## src/rtl/qeciphy_rx_framer.sv

```systemverilog
`default_nettype none
// ============================================================================
// Module   : qeciphy_rx_framer
// Purpose  : Receive deframer for the QECIPHY link. Hunts for and holds frame
//            lock on the alignment pattern carried in each frame's status
//            word, checks a CRC-8 over the payload, and commits only good
//            frames into a first-word-fall-through FIFO. Remote link status
//            bits are extracted from good frames.
// Ports    : clk, rst                 - clock, synchronous active-high reset
//            i_rx_data, i_rx_valid    - aligned link words from byte aligner
//            o_data, o_valid, i_ready - user-side ready/valid payload stream
//            o_rx_rdy                 - frame lock held
//            o_remote_*               - remote status (pd bits gated by empty)
//            o_fap_missing, o_crc_mismatch, o_overflow - 1-cycle event pulses
//            o_drop_count             - saturating count of frames dropped
// Revision : 1.0 - initial release
// ============================================================================
module qeciphy_rx_framer #(
    parameter int         DATA_WIDTH    = 64,
    parameter int         PAYLOAD_WORDS = 7,
    parameter int         FIFO_DEPTH    = 64,
    parameter logic [7:0] FAP_BYTE      = 8'hBC,
    parameter int         LOCK_COUNT    = 3,
    parameter int         MISS_LIMIT    = 4
) (
    input  logic                  clk,
    input  logic                  rst,
    input  logic [DATA_WIDTH-1:0] i_rx_data,
    input  logic                  i_rx_valid,
    output logic [DATA_WIDTH-1:0] o_data,
    output logic                  o_valid,
    input  logic                  i_ready,
    output logic                  o_rx_rdy,
    output logic                  o_remote_rx_rdy,
    output logic                  o_remote_pd_req,
    output logic                  o_remote_pd_ack,
    output logic                  o_fap_missing,
    output logic                  o_crc_mismatch,
    output logic                  o_overflow,
    output logic [15:0]           o_drop_count
);

    localparam int c_AW   = $clog2(FIFO_DEPTH);
    localparam int c_PW_W = $clog2(PAYLOAD_WORDS + 1);
    localparam int c_GW   = $clog2(LOCK_COUNT + 1);
    localparam int c_MW   = $clog2(MISS_LIMIT + 1);

    localparam logic [c_PW_W-1:0] c_POS_LAST = c_PW_W'(PAYLOAD_WORDS);
    localparam logic [c_AW:0]     c_DEPTH    = (c_AW + 1)'(FIFO_DEPTH);
    localparam logic [c_AW:0]     c_PW       = (c_AW + 1)'(PAYLOAD_WORDS);
    localparam logic [c_GW-1:0]   c_LOCK     = c_GW'(LOCK_COUNT);
    localparam logic [c_MW-1:0]   c_MISS     = c_MW'(MISS_LIMIT);

    typedef enum logic [1:0] {
        HUNT   = 2'd0,
        VERIFY = 2'd1,
        LOCKED = 2'd2
    } state_t;

    // CRC-8, poly 0x07, processed MSB first across the whole word.
    function automatic logic [7:0] crc8_word(input logic [7:0]            crc_in,
                                             input logic [DATA_WIDTH-1:0] data);
        logic [7:0] c;
        c = crc_in;
        for (int i = DATA_WIDTH - 1; i >= 0; i--) begin
            if (c[7] ^ data[i]) begin
                c = {c[6:0], 1'b0} ^ 8'h07;
            end else begin
                c = {c[6:0], 1'b0};
            end
        end
        return c;
    endfunction

    state_t              state_q, state_d;
    logic [c_PW_W-1:0]   pos_q, pos_d;
    logic [7:0]          crc_q, crc_d;
    logic [c_GW-1:0]     good_cnt_q, good_cnt_d;
    logic [c_MW-1:0]     miss_cnt_q, miss_cnt_d;
    logic                accept_q, accept_d;
    logic [c_AW:0]       spec_ptr_q, spec_ptr_d;
    logic [c_AW:0]       commit_ptr_q, commit_ptr_d;
    logic [c_AW:0]       rd_ptr_q, rd_ptr_d;
    logic                remote_rx_rdy_q, remote_rx_rdy_d;
    logic                remote_pd_req_q, remote_pd_req_d;
    logic                remote_pd_ack_q, remote_pd_ack_d;
    logic                fap_missing_q, fap_missing_d;
    logic                crc_mismatch_q, crc_mismatch_d;
    logic                overflow_q, overflow_d;
    logic [15:0]         drop_count_q, drop_count_d;

    logic [DATA_WIDTH-1:0] mem [FIFO_DEPTH];

    logic          w_fap_ok;
    logic [7:0]    w_crc_rx;
    logic          w_status;
    logic [c_AW:0] w_count;
    logic          w_empty;
    logic          w_space_ok;
    logic          w_pop;
    logic          w_accept;
    logic          w_wr_en;
    logic [7:0]    w_crc_seed;

    assign w_fap_ok   = (i_rx_data[DATA_WIDTH-1 -: 8] == FAP_BYTE);
    assign w_crc_rx   = i_rx_data[DATA_WIDTH-9 -: 8];
    assign w_status   = (pos_q == c_POS_LAST);
    // Only committed words count as occupied; speculative words of the
    // in-flight frame live in space already reserved at its first word.
    assign w_count    = commit_ptr_q - rd_ptr_q;
    assign w_empty    = (w_count == '0);
    assign w_space_ok = ((c_DEPTH - w_count) >= c_PW);
    assign w_pop      = !w_empty && i_ready;
    // The accept decision is taken on the first payload word and held for
    // the rest of the frame.
    assign w_accept   = (pos_q == '0) ? w_space_ok : accept_q;
    assign w_wr_en    = i_rx_valid && (state_q == LOCKED) && !w_status && w_accept;
    assign w_crc_seed = (pos_q == '0) ? 8'hFF : crc_q;

    always_comb begin
        state_d         = state_q;
        pos_d           = pos_q;
        crc_d           = crc_q;
        good_cnt_d      = good_cnt_q;
        miss_cnt_d      = miss_cnt_q;
        accept_d        = accept_q;
        spec_ptr_d      = spec_ptr_q;
        commit_ptr_d    = commit_ptr_q;
        rd_ptr_d        = rd_ptr_q + ((c_AW + 1)'(w_pop));
        remote_rx_rdy_d = remote_rx_rdy_q;
        remote_pd_req_d = remote_pd_req_q;
        remote_pd_ack_d = remote_pd_ack_q;
        fap_missing_d   = 1'b0;
        crc_mismatch_d  = 1'b0;
        overflow_d      = 1'b0;
        drop_count_d    = drop_count_q;

        if (i_rx_valid) begin
            // Result is only meaningful on payload slots; pos 0 reseeds it.
            crc_d = crc8_word(w_crc_seed, i_rx_data);

            unique case (state_q)
                HUNT: begin
                    if (w_fap_ok) begin
                        state_d    = VERIFY;
                        good_cnt_d = c_GW'(1);
                        pos_d      = '0;
                    end
                end

                VERIFY: begin
                    if (w_status) begin
                        pos_d = '0;
                        if (w_fap_ok) begin
                            good_cnt_d = good_cnt_q + c_GW'(1);
                            if (good_cnt_q + c_GW'(1) == c_LOCK) begin
                                state_d = LOCKED;
                            end
                        end else begin
                            state_d    = HUNT;
                            good_cnt_d = '0;
                        end
                    end else begin
                        pos_d = pos_q + c_PW_W'(1);
                    end
                end

                LOCKED: begin
                    if (!w_status) begin
                        pos_d = pos_q + c_PW_W'(1);
                        if (pos_q == '0) begin
                            accept_d = w_space_ok;
                            if (!w_space_ok) begin
                                overflow_d = 1'b1;
                                if (drop_count_q != 16'hFFFF) begin
                                    drop_count_d = drop_count_q + 16'd1;
                                end
                            end
                        end
                        if (w_wr_en) begin
                            spec_ptr_d = spec_ptr_q + (c_AW + 1)'(1);
                        end
                    end else begin
                        pos_d = '0;
                        if (w_fap_ok) begin
                            miss_cnt_d = '0;
                            if (crc_q == w_crc_rx) begin
                                // A dropped frame never advanced spec_ptr,
                                // so this commit is a no-op for it.
                                commit_ptr_d    = spec_ptr_q;
                                remote_rx_rdy_d = i_rx_data[0];
                                remote_pd_req_d = i_rx_data[1];
                                remote_pd_ack_d = i_rx_data[2];
                            end else begin
                                spec_ptr_d     = commit_ptr_q;
                                crc_mismatch_d = 1'b1;
                            end
                        end else begin
                            spec_ptr_d    = commit_ptr_q;
                            fap_missing_d = 1'b1;
                            if (miss_cnt_q + c_MW'(1) == c_MISS) begin
                                state_d         = HUNT;
                                miss_cnt_d      = '0;
                                good_cnt_d      = '0;
                                remote_rx_rdy_d = 1'b0;
                                remote_pd_req_d = 1'b0;
                                remote_pd_ack_d = 1'b0;
                            end else begin
                                miss_cnt_d = miss_cnt_q + c_MW'(1);
                            end
                        end
                    end
                end

                default: begin
                    state_d = HUNT;
                end
            endcase
        end
    end

    always_ff @(posedge clk) begin
        if (rst) begin
            state_q         <= HUNT;
            pos_q           <= '0;
            crc_q           <= 8'hFF;
            good_cnt_q      <= '0;
            miss_cnt_q      <= '0;
            accept_q        <= 1'b0;
            spec_ptr_q      <= '0;
            commit_ptr_q    <= '0;
            rd_ptr_q        <= '0;
            remote_rx_rdy_q <= 1'b0;
            remote_pd_req_q <= 1'b0;
            remote_pd_ack_q <= 1'b0;
            fap_missing_q   <= 1'b0;
            crc_mismatch_q  <= 1'b0;
            overflow_q      <= 1'b0;
            drop_count_q    <= '0;
        end else begin
            state_q         <= state_d;
            pos_q           <= pos_d;
            crc_q           <= crc_d;
            good_cnt_q      <= good_cnt_d;
            miss_cnt_q      <= miss_cnt_d;
            accept_q        <= accept_d;
            spec_ptr_q      <= spec_ptr_d;
            commit_ptr_q    <= commit_ptr_d;
            rd_ptr_q        <= rd_ptr_d;
            remote_rx_rdy_q <= remote_rx_rdy_d;
            remote_pd_req_q <= remote_pd_req_d;
            remote_pd_ack_q <= remote_pd_ack_d;
            fap_missing_q   <= fap_missing_d;
            crc_mismatch_q  <= crc_mismatch_d;
            overflow_q      <= overflow_d;
            drop_count_q    <= drop_count_d;
        end
    end

    // Payload storage; contents need no reset because reads are gated by
    // the committed count.
    always_ff @(posedge clk) begin
        if (w_wr_en) begin
            mem[spec_ptr_q[c_AW-1:0]] <= i_rx_data;
        end
    end

    assign o_data          = w_empty ? '0 : mem[rd_ptr_q[c_AW-1:0]];
    assign o_valid         = !w_empty;
    assign o_rx_rdy        = (state_q == LOCKED);
    assign o_remote_rx_rdy = remote_rx_rdy_q;
    assign o_remote_pd_req = remote_pd_req_q && w_empty;
    assign o_remote_pd_ack = remote_pd_ack_q && w_empty;
    assign o_fap_missing   = fap_missing_q;
    assign o_crc_mismatch  = crc_mismatch_q;
    assign o_overflow      = overflow_q;
    assign o_drop_count    = drop_count_q;

endmodule
`default_nettype wire
```

## config.mk

```make
export PLATFORM = sky130hd
export DESIGN_NAME = qeciphy_rx_framer
export DESIGN_NICKNAME = d
export VERILOG_FILES = /design/src/rtl/qeciphy_rx_framer.sv
export SDC_FILE = /design/constraint.sdc
export NUM_CORES = 2
export LEC_CHECK = 0
export CAP_MARGIN = 40
export CORE_ASPECT_RATIO = 0.8
export CORE_MARGIN = 8
export CORE_UTILIZATION = 40
export DETAILED_ROUTE_END_ITERATION = 10
export DONT_BUFFER_PORTS = 1
export MAX_ROUTING_LAYER = met4
export PLACE_DENSITY = 0.57
export SLEW_MARGIN = 40
export SYNTH_ARGS = -nofsm -noshare
export SYNTH_HDL_FRONTEND = slang
export SYNTH_SLANG_ARGS = --single-unit
```

## constraint.sdc

```tcl
create_clock -name clk -period 24.5 [get_ports clk]
set_input_delay 4.9 -clock clk [delete_from_list [all_inputs] [get_ports clk]]
set_output_delay 4.9 -clock clk [all_outputs]
set_load 0.03 [all_outputs]
```

==> flow_metrics.tcl <==
set metrics [dict create \
    status "complete, no violations" \
    path_clk_slew_ns 0.06 \
    synth.area.top_cells "edfxtp_1 (76%), mux4_2 (19%), dfxtp_1 (0.77%)" \
    power.sequential.fraction_pct 44.0 \
    hold_viol_final 0 \
    die_footprint_mm2 0.4229 \
    drt-wirelength-per-cell_um 37.01 \
    synth.yosys.seq_area_share_pct 77.22 \
    busiest_grt_layer "met2" \
    synth_fa_ha_area_share_pct 0.1835 \
    cts-buffers-inserted 408 \
    synth_seq_cells 4158 \
    required_arrival_time_at_the_worst_endpoint_ns 19.60 \
    end_kind "output port" \
    final.fill_count 32709 \
    clk_path_buf_depth 4 \
    timing_worst_slew_pin_value_ns 0.9200 \
    gr_ovfl_total 0 \
    post_route_cells_drive_above_1_share_pct 31.71 \
    power_density_mw_per_mm2 97.47 \
    max_slew_margin_vs_limit_pct 38.23 \
    crit_fanout 49 \
    grt.total_usage_pct 22.14 \
    criticalPathCategory "reg2out" \
    route.antenna.remaining_nets 0 \
    synth_simple_gate_area_share_pct 0.9799 \
    fin_hold_ws_ns 0.4652 \
    edff_count_synth 4096 \
    synth.yosys.warnings 0 \
    power_switching_w 0.004514 \
    cts_tree "yes" \
    synth_top_family_by_area "multiplexers" \
    holdBufCountCts 0 \
    nNetsFinal 6920 \
    chipWidth_um 725.1 \
    multi_input_area_mm2 0.03579 \
    timing.critical_path.arrival_ns 6.34 \
    register_area_mm2 0.1243 \
    total_routed_wirelength_um 464100 \
    layoutNonFillerInstCount 12538 \
    synth.top_cell.area_share_pct 76.45 \
    max_freq_mhz 88.96 \
    clock_power_share_pct 34.8 \
    yosys.area.top_type "edfxtp_1" \
    intPower_w 0.01331 \
    postCtsSetupBuffers 0 \
    start_util_pct 40.14 \
    timing.final.max_slew_violations 0 \
    p_sw_share_pct 25.32 \
    fp-row-count 208 \
    final.setup_skew_ns 0.07758 \
    insertion_delay_ns 1.01 \
    syn_avg_cell_area_um2 24.77 \
    power_leakage_nw 55.01 \
    post_synth_inst_count 6496 \
    postCtsResizedCells 0 \
    grt_use_met2_pct 33.21 \
    cts_htree_levels 5 \
    peakVddDrop_mv 0.6531 \
    globalplace.congestion 0.8055 \
    max_cap_viol_count 0 \
    grt_first_pass_wirelength_um 635700 \
    route.detailed.drc 0 \
    die_height_um 583.2 \
    drt-vias-per-instance 6.114 \
    mappedNetlistArea_mm2 0.1609 \
    p_comb_share_pct 21.2 \
    power.total_w 0.01783 \
    core-area_mm2 0.4008 \
    post_route_setup_tns_ns 0 \
    timing.final.setup_violations 0 \
    compound_cell_area_share_of_the_yosys_netlist_pct 0.3072 \
    design.portCount 156 \
    ys_async_sr_fraction_pct 0 \
    start_kind "register" \
    detailed_place_hpwl_um 246200 \
    mappedNetlistNets 6587 \
    met3_usage_pct 3.969 \
    io_buffer_count 0 \
    cts.root.buffer_cell "clkbuf_16" \
    grt_setup_unrepaired "no" \
    dr.first_iter.drc_count 10972 \
    post-route-min-period_ns 11.24 \
    period_share_pct 45.88 \
    synth_xor_xnor_area_share_pct 1.563 \
    syn_to_final_growth_pct 13.68 \
    grt_util_met1_pct 31.92 \
    antenna_found_initial 22 \
    grt_pass1_vias 75449 \
    cts_sinks 4158 \
    dominantRegCellSynth "edfxtp_1" \
    muxShareOfSynthArea_pct 18.88 \
    maximum_number_of_pins_on_one_net_before_global_route_repair 92 \
    dr_total_vias 76656 \
    number_of_cells_after_detailed_placement 11765 \
    hold_path.class "reg2reg" \
    yosys.cell_types.count 60 \
    drtPass1Iterations 8 \
]
## layer usage
layer | part of all wire (%) | vias up
li1 | - | 28839
met1 | 42 | 43259
met2 | 46 | 3914
met3 | 9.3 | 644
met4 | 2.5 | 0
met5 | 0 | -
## worst max-delay path, stage by stage, from the launching register on
cell,delay (ns)
dfxtp_4,0.68
buf_16,0.23
buf_6,0.51
buf_6,0.53
buf_6,0.58
buf_6,0.65
mux4_2,0.59
mux4_2,0.52
mux4_2,0.57
nor2b_1,0.28
## sequential cells by signal, indices dropped and copies added, names as in the netlist
signal,cells
o_overflow,1
state_q,2
pos_q,3
good_cnt_q,2
o_crc_mismatch,1
crc_q,8
miss_cnt_q,3
o_drop_count,16
accept_q,1
spec_ptr_q,7
remote_pd_ack_q,1
rd_ptr_q,7
mem,4096
o_fap_missing,1
commit_ptr_q,7
o_remote_rx_rdy,1
remote_pd_req_q,1
## Yosys cell counts, types with 2 or more instances
master    instances
o21ai_0          22
xnor3_1          32
and4_1            2
nand3b_1          4
nor2_2            2
xnor3_2           6
a21boi_0          3
a32oi_1           3
o221ai_1          2
or3_1            14
a22o_1            2
ha_1             22
nand2_1          26
nor2_1          115
o21ai_1           3
a211o_1           2
inv_2             2
edfxtp_1       4096
clkbuf_1        265
inv_1            25
mux2i_1          11
dfxtp_1          62
nor3_1           28
xor2_1           35
nand3_1          20
xor3_1            4
nand4_1           8
xnor2_2           9
buf_6             2
a21oi_1          30
nor3b_1           3
buf_1            68
xnor2_1         107
nor2b_1          72
and3_1            3
xor2_2            7
o31ai_2           2
nor4_1            4
and2_1            5
a211oi_1          5
mux4_2         1344
## power groups by stage
stage | combinational, W | clock (W) | sequential [W]
after floorplan | 0.00309 | 0 | 0.00798
after global placement | 0.00373 | 0 | 0.00800
after detailed placement | 0.00376 | 0 | 0.00800
after CTS | 0.00379 | 0.00630 | 0.00784
after global routing | 0.00404 | 0.00655 | 0.00784
final | 0.00379 | 0.00620 | 0.00784
## layout make-up
class,instances,area share [%]
clock buffers,514,5.893
multi-input cells,1974,19.57
clock inverters,236,1.218
flip-flops and latches,4158,67.94
diodes,14,0.01916
inverters,28,0.06841
repair buffers,259,1.627
well taps,5355,3.664
## cell families (layout without fill, tap and decap cells)
kind of cell    count (synthesis)  count (layout)
compound gates                 81              81
xor+xnor                      202             202
fa+ha+maj                      23              23
buf+inv                       364            1037
flops                        4158            4158
mux                          1355            1355
other cells                     0              14
simple gates                  313             313
## placed cells by master, fill, tap and decap left out, types with 14 or more instances in the layout
| cell type | synthesis | final |
|---|---|---|
| buf_12 | 0 | 17 |
| dfxtp_1 | 62 | 58 |
| xor2_1 | 35 | 33 |
| nor2_4 | 1 | 49 |
| bufinv_16 | 0 | 36 |
| ha_1 | 22 | 22 |
| clkbuf_16 | 0 | 416 |
| o21ai_0 | 22 | 21 |
| buf_4 | 0 | 123 |
| nor2b_1 | 72 | 61 |
| buf_6 | 2 | 86 |
| xnor3_1 | 32 | 32 |
| edfxtp_1 | 4096 | 4096 |
| clkbuf_1 | 265 | 97 |
| clkinv_1 | 1 | 102 |
| nand2_1 | 26 | 26 |
| a21oi_1 | 30 | 30 |
| clkinv_2 | 0 | 63 |
| xnor2_1 | 107 | 107 |
| or3_1 | 14 | 14 |
| buf_16 | 0 | 19 |
| inv_1 | 25 | 25 |
| diode_2 | 0 | 14 |
| nand3_1 | 20 | 20 |
| mux4_2 | 1344 | 1344 |
| nor2_1 | 115 | 67 |
## through the flow
step / setup slack [ns] / utilization, % / cell area, um^2
finish: 13.26 / 45.63 / 182900
global route: 12.78 / 45.63 / 182900
CTS: 12.77 / 45.57 / 182600
global placement: 13.14 / 42.02 / 168400
detailed placement: 13.88 / 42.33 / 169600
floorplan: 11.55 / - / 160900
## worst paths after layout
| kind | startpoint | end | slack (ns) | cells after the start |
|---|---|---|---|---|
| setup / recovery | rd_ptr_q[0] | o_data[24] | 13.26 | 9 |
| hold / removal | remote_pd_req_q | remote_pd_req_q | 0.47 | 2 |
| setup reg to reg | rd_ptr_q[0] | mem[14][41] | 16.98 | 18 |
| hold reg to reg | remote_pd_req_q | remote_pd_req_q | 0.47 | 2 |
(Power assumes the default switching activity.)
